$ cat config.mk
export PLATFORM = sky130hd
export DESIGN_NAME = phase_sequencer
export DESIGN_NICKNAME = d
export VERILOG_FILES = /design/src/rtl/phase_sequencer.sv
export SDC_FILE = /design/constraint.sdc
export NUM_CORES = 1
export LEC_CHECK = 0
export ABC_AREA = 1
export CAP_MARGIN = 10
export CORE_MARGIN = 2
export CORE_UTILIZATION = 45
export CTS_CLUSTER_DIAMETER = 200
export CTS_CLUSTER_SIZE = 16
export DETAILED_ROUTE_END_ITERATION = 8
export HOLD_SLACK_MARGIN = 0.15
export PLACE_DENSITY = 0.74
export REMOVE_ABC_BUFFERS = 1
export SYNTH_ARGS = -nofsm -noshare
export SYNTH_HDL_FRONTEND = slang
export SYNTH_SLANG_ARGS = --single-unit
$ cat constraint.sdc
create_clock -name clk -period 2.8 [get_ports clk]
set_input_delay 0.28 -clock clk [delete_from_list [all_inputs] [get_ports clk]]
set_output_delay 0.28 -clock clk [all_outputs]
set_load 0.005 [all_outputs]
$ cat src/rtl/phase_sequencer.sv
// Four-approach intersection phase sequencer: green -> yellow -> all-red,
// skipping approaches without demand and gapping out idle greens.
module phase_sequencer #(
  parameter int unsigned YELLOW_CYC = 3,
  parameter int unsigned ALLRED_CYC = 2,
  parameter int unsigned GAP_CYC    = 4,
  parameter int unsigned CNT_W      = 4
) (
  input  logic       clk,
  input  logic       reset,
  input  logic [3:0] sensor,
  input  logic [3:0] timer_expired,
  output logic [3:0] timer_en,
  output logic [7:0] lights,
  output logic [1:0] phase,
  output logic [1:0] state_o
);

  localparam int unsigned N_APP = 4;
  localparam int unsigned IDX_W = 2;

  typedef enum logic [1:0] {
    S_ALL_RED = 2'b00,
    S_GREEN   = 2'b01,
    S_YELLOW  = 2'b10
  } state_t;

  state_t             state_q, state_d;
  logic [IDX_W-1:0]   cur_q, cur_d;
  logic [CNT_W-1:0]   cnt_q, cnt_d;
  logic [CNT_W-1:0]   gap_q, gap_d;
  logic [N_APP-1:0]   timer_en_q, timer_en_d;
  logic [2*N_APP-1:0] lights_q, lights_d;
  logic [IDX_W-1:0]   phase_q, phase_d;
  logic [1:0]         state_o_q, state_o_d;

  logic               found;
  logic [IDX_W-1:0]   pick;
  logic [IDX_W-1:0]   idx;
  logic [N_APP-1:0]   cur_oh;
  logic               gap_sat;
  logic               other_demand;

  // Round-robin search starting just after the current approach, ending on it.
  always_comb begin
    found = 1'b0;
    pick  = cur_q;
    idx   = cur_q;
    for (int k = 1; k <= N_APP; k++) begin
      idx = cur_q + IDX_W'(k);
      if (!found && sensor[idx]) begin
        found = 1'b1;
        pick  = idx;
      end
    end
  end

  assign cur_oh       = N_APP'(1) << cur_q;
  assign gap_sat      = (gap_q == CNT_W'(GAP_CYC));
  assign other_demand = |(sensor & ~cur_oh);

  always_comb begin
    state_d    = state_q;
    cur_d      = cur_q;
    cnt_d      = cnt_q;
    gap_d      = gap_q;
    timer_en_d = '0;
    lights_d   = '0;

    case (state_q)
      S_ALL_RED: begin
        if (cnt_q != '0) begin
          cnt_d = cnt_q - CNT_W'(1);
        end else if (found) begin
          state_d = S_GREEN;
          cur_d   = pick;
          gap_d   = '0;
        end
      end
      S_GREEN: begin
        if (sensor[cur_q]) begin
          gap_d = '0;
        end else if (!gap_sat) begin
          gap_d = gap_q + CNT_W'(1);
        end
        if (timer_expired[cur_q] || (gap_sat && other_demand)) begin
          state_d = S_YELLOW;
          cnt_d   = CNT_W'(YELLOW_CYC - 1);
        end
      end
      S_YELLOW: begin
        if (cnt_q != '0) begin
          cnt_d = cnt_q - CNT_W'(1);
        end else begin
          state_d = S_ALL_RED;
          cnt_d   = CNT_W'(ALLRED_CYC - 1);
        end
      end
      default: begin
        state_d = S_ALL_RED;
        cnt_d   = CNT_W'(ALLRED_CYC);
      end
    endcase

    // Output image is decoded from the next state so outputs are flops.
    case (state_d)
      S_GREEN: begin
        timer_en_d                  = N_APP'(1) << cur_d;
        lights_d[{cur_d, 1'b0} +: 2] = 2'b01;
      end
      S_YELLOW: lights_d[{cur_d, 1'b0} +: 2] = 2'b10;
      default:  lights_d = '0;
    endcase

    phase_d   = cur_d;
    state_o_d = state_d;
  end

  always_ff @(posedge clk) begin
    if (!reset) begin
      state_q    <= S_ALL_RED;
      cur_q      <= IDX_W'(N_APP - 1);
      cnt_q      <= CNT_W'(ALLRED_CYC);
      gap_q      <= '0;
      timer_en_q <= '0;
      lights_q   <= '0;
      phase_q    <= IDX_W'(N_APP - 1);
      state_o_q  <= 2'b00;
    end else begin
      state_q    <= state_d;
      cur_q      <= cur_d;
      cnt_q      <= cnt_d;
      gap_q      <= gap_d;
      timer_en_q <= timer_en_d;
      lights_q   <= lights_d;
      phase_q    <= phase_d;
      state_o_q  <= state_o_d;
    end
  end

  assign timer_en = timer_en_q;
  assign lights   = lights_q;
  assign phase    = phase_q;
  assign state_o  = state_o_q;

endmodule

==> impl_metrics.csv <==
group,metric,value,unit
clocking,cts.reportedPaths.clkPinSlew,0.13,ns
setup_path,worstPathArrival,2.79,ns
setup_path,end_kind,"flip-flop",
finish,fillers,327,
pwr,p_sw,0.8618,mW
drt,first_pass_iters,4,
clocking,hold_buffers,0,
yosys,ys_ff_latch,24,
sta,finalClockSkew,0.003713,ns
finish,layout_commonest_cell,"nand2_1",
yosys,yosysTopAreaCell,"dfxtp_1",
floorplanning,start_util,46.37,%
clocking,clock_tree.root_cell,"clkbuf_4",
status,status,"completed",
global_routing,antenna_found_initial,0,
finish,most-common-layout-cells,"61 x nand2_1, 27 x inv_1, 26 x nor2_1, 25 x clkdlybuf4s50_1, 24 x dfxtp_1",
yosys,syn_area_per_cell,6.947,µm²
global_routing,globalRoute.totalOverflow,0,
min_path,hp-class,"reg2reg",
drt,routed_wl,3089,µm
finish,finish.utilization,57.71,%
pwr,p_int,0.9920,mW
drt,drc,0,
pwr,clkPwrFrac,13.4,%
floorplanning,num_rows,21,
global_routing,grt_use_total,16.91,%
sta,tightestPinTransition,0.2792,ns
sta,rsz0062_at_grt,"false",
clocking,clockBufferDepth,2,
sta,relSlewSlack,81.32,%
sta,hold_viol,0,
yosys,ys_seq_area_share,31.30,%
sta,setup_viol,0,
sta,final-max-slew-violation-count,0,
sta,fin_tns_setup,0,ns
place,place_congestion,0.8133,
yosys,synthesis.area,1535,µm²
setup_path,cp_max_fo,5,
global_routing,grt_pass1_vias,1294,
floorplanning,fp.coreArea,3311,µm²
clocking,ctsResizeCount,0,
sta,post-route-min-period,2.535,ns
place,io_buffers,25,
finish,syn_to_final_growth,24.45,%
pwr,power_density,970.3,nW/µm²
setup_path,critPathLaunchType,"flip-flop",
drt,viasPerCell,4.719,
yosys,ys_types,25,
pwr,p_comb_share,61.1,%
pwr,p_sw_share,46.49,%
drt,drtIter0Drc,53,
yosys,synth_cells,221,
pwr,p_leak,0.8917,nW
floorplanning,die_w,62.41,µm
finish,diodes,0,
clocking,cts_tree,"yes",
setup_path,cp.required,3.06,ns
yosys,yosys-top-cells-area,"dfxtp_1 31%, nand2_1 15%, ha_1 12%, inv_1 6.6%, nor2_1 6.4%",
clocking,htree_levels,1,
yosys,yosysTopAreaCellShare,31.30,%
sta,finalCritPeriodShare,90.53,%
pwr,pwr-share-seq,25.5,%
clocking,cts_made_buffers,3,
pwr,vdd_ir_drop_max,0.6078,mV
global_routing,grt_max_degree,15,
floorplanning,die_area,3895,µm²
drt,wl_per_cell,10.33,µm
sta,max_freq,394.5,MHz
floorplanning,die_y,62.41,µm
clocking,insertion_delay,0.31,ns
global_routing,grt_pass1_wl,5444,µm
clocking,cts_post_setup_buffers_inserted,0,
floorplanning,ioPinCount,26,
drt,drtAntennaViolNets,0,
drt,via_count,1411,
clocking,cts_sinks,24,
finish,fin_nets,279,
setup_path,worst-setup-path-type,"reg2reg",
finish,drive_above_1_share,13.04,%
place,hpwlAfterDp,2451,µm
flow_run,drv_cap,0,
yosys,yosys_warnings,0,
flip-flops by register name (all words and copies together) (netlist names):
signal,count
lights,8
cnt_q,4
gap_q,4
timer_en,4
phase,2
state_o,2
per-stage QoR:
stage | total power [mW] | worst slack, ns | hold slack, ns | instances | area, µm²
final | 1.854 | 0.2652 | 0.4951 | 299 | 1911
after global placement | 1.596 | 0.3065 | 0.4698 | 295 | 1858
after detailed placement | 1.606 | 0.2215 | 0.4710 | 295 | 1858
after floorplan | 1.300 | 0.3516 | 0.3492 | 219 | 1513
after CTS | 1.864 | 0.2921 | 0.4948 | 299 | 1911
after global routing | 2.046 | 0.01688 | 0.5395 | 299 | 1911
cell families after synthesis:
| family | after synthesis | synth area share (%) |
|---|---|---|
| xor gates and xnor gates | 2 | 1.141 |
| and+or+nand+nor | 135 | 41.16 |
| adders and majority gates | 15 | 12.22 |
| DFF | 24 | 31.30 |
| AOI/OAI and AO/OA | 12 | 4.646 |
| buffers and inverters | 33 | 9.535 |
layout make-up:
cell class / instances / area, µm² / area share [%]
inverter: 31 / 123.9 / 6.483
timing repair buffer: 30 / 287.8 / 15.06
multi-input combinational: 164 / 908.4 / 47.54
clock buffer: 3 / 22.52 / 1.179
sequential: 24 / 480.5 / 25.15
clock inverter: 1 / 30.03 / 1.572
tap: 46 / 57.56 / 3.012
worst paths after layout:
kind                         start                    end  slack, ns  cells after the start
min reg2reg  cnt_q[3]$_SDFFE_PN0P_  cnt_q[3]$_SDFFE_PN0P_       0.50                      2
max reg2reg  cnt_q[0]$_SDFFE_PN0P_   lights[1]$_SDFF_PN0_       0.27                     16
max          cnt_q[0]$_SDFFE_PN0P_   lights[1]$_SDFF_PN0_       0.27                     16
min          cnt_q[3]$_SDFFE_PN0P_  cnt_q[3]$_SDFFE_PN0P_       0.50                      2
layer usage:
metal	global-route usage, %	wire [µm]	share of wire [%]	up-vias
met2	29.57	1446	47	17
met1	21.40	1535	50	634
li1	-	-	-	758
met4	3.333	17	0.55	0
met3	3.784	90	2.9	2
met5	0	0	0	-
power groups by stage:
stage	combinational [mW]	sequential (mW)	clock [mW]
3_5_place_dp	1.12	0.481	0
3_3_place_gp	1.11	0.482	0
5_1_grt	1.29	0.483	0.272
4_1_cts	1.13	0.474	0.260
6_report	1.13	0.473	0.248
2_1_floorplan	0.804	0.496	0
cell usage after synthesis:
cell type / number
xnor2_1: 2
inv_2: 2
clkinv_1: 1
ha_1: 15
a21oi_1: 6
nor3b_2: 1
inv_1: 27
o21ai_2: 2
nand2_2: 11
nand3_1: 17
nor2_1: 26
a211oi_1: 1
and3_1: 2
nand4_1: 7
nand3_2: 4
inv_8: 1
o21ai_0: 2
dfxtp_1: 24
nor3_1: 3
nor3_2: 1
nand2_1: 61
o22ai_1: 1
buf_6: 2
nor2_2: 1
nand2_4: 1
worst max-delay path, stage by stage, from the launching register on:
cell,delay (ns)
dfxtp_1,0.33
inv_1,0.11
ha_1,0.20
nand2_1,0.07
nor2_2,0.15
nand2_1,0.17
a21oi_1,0.19
nand2_1,0.07
inv_1,0.05
nand2_1,0.07
nand2_2,0.10
inv_1,0.10
ha_1,0.32
nor3_1,0.22
and3_1,0.20
nand2_1,0.05
nor2_1,0.09
No activity file was read; power rests on OpenSTA's default activity.
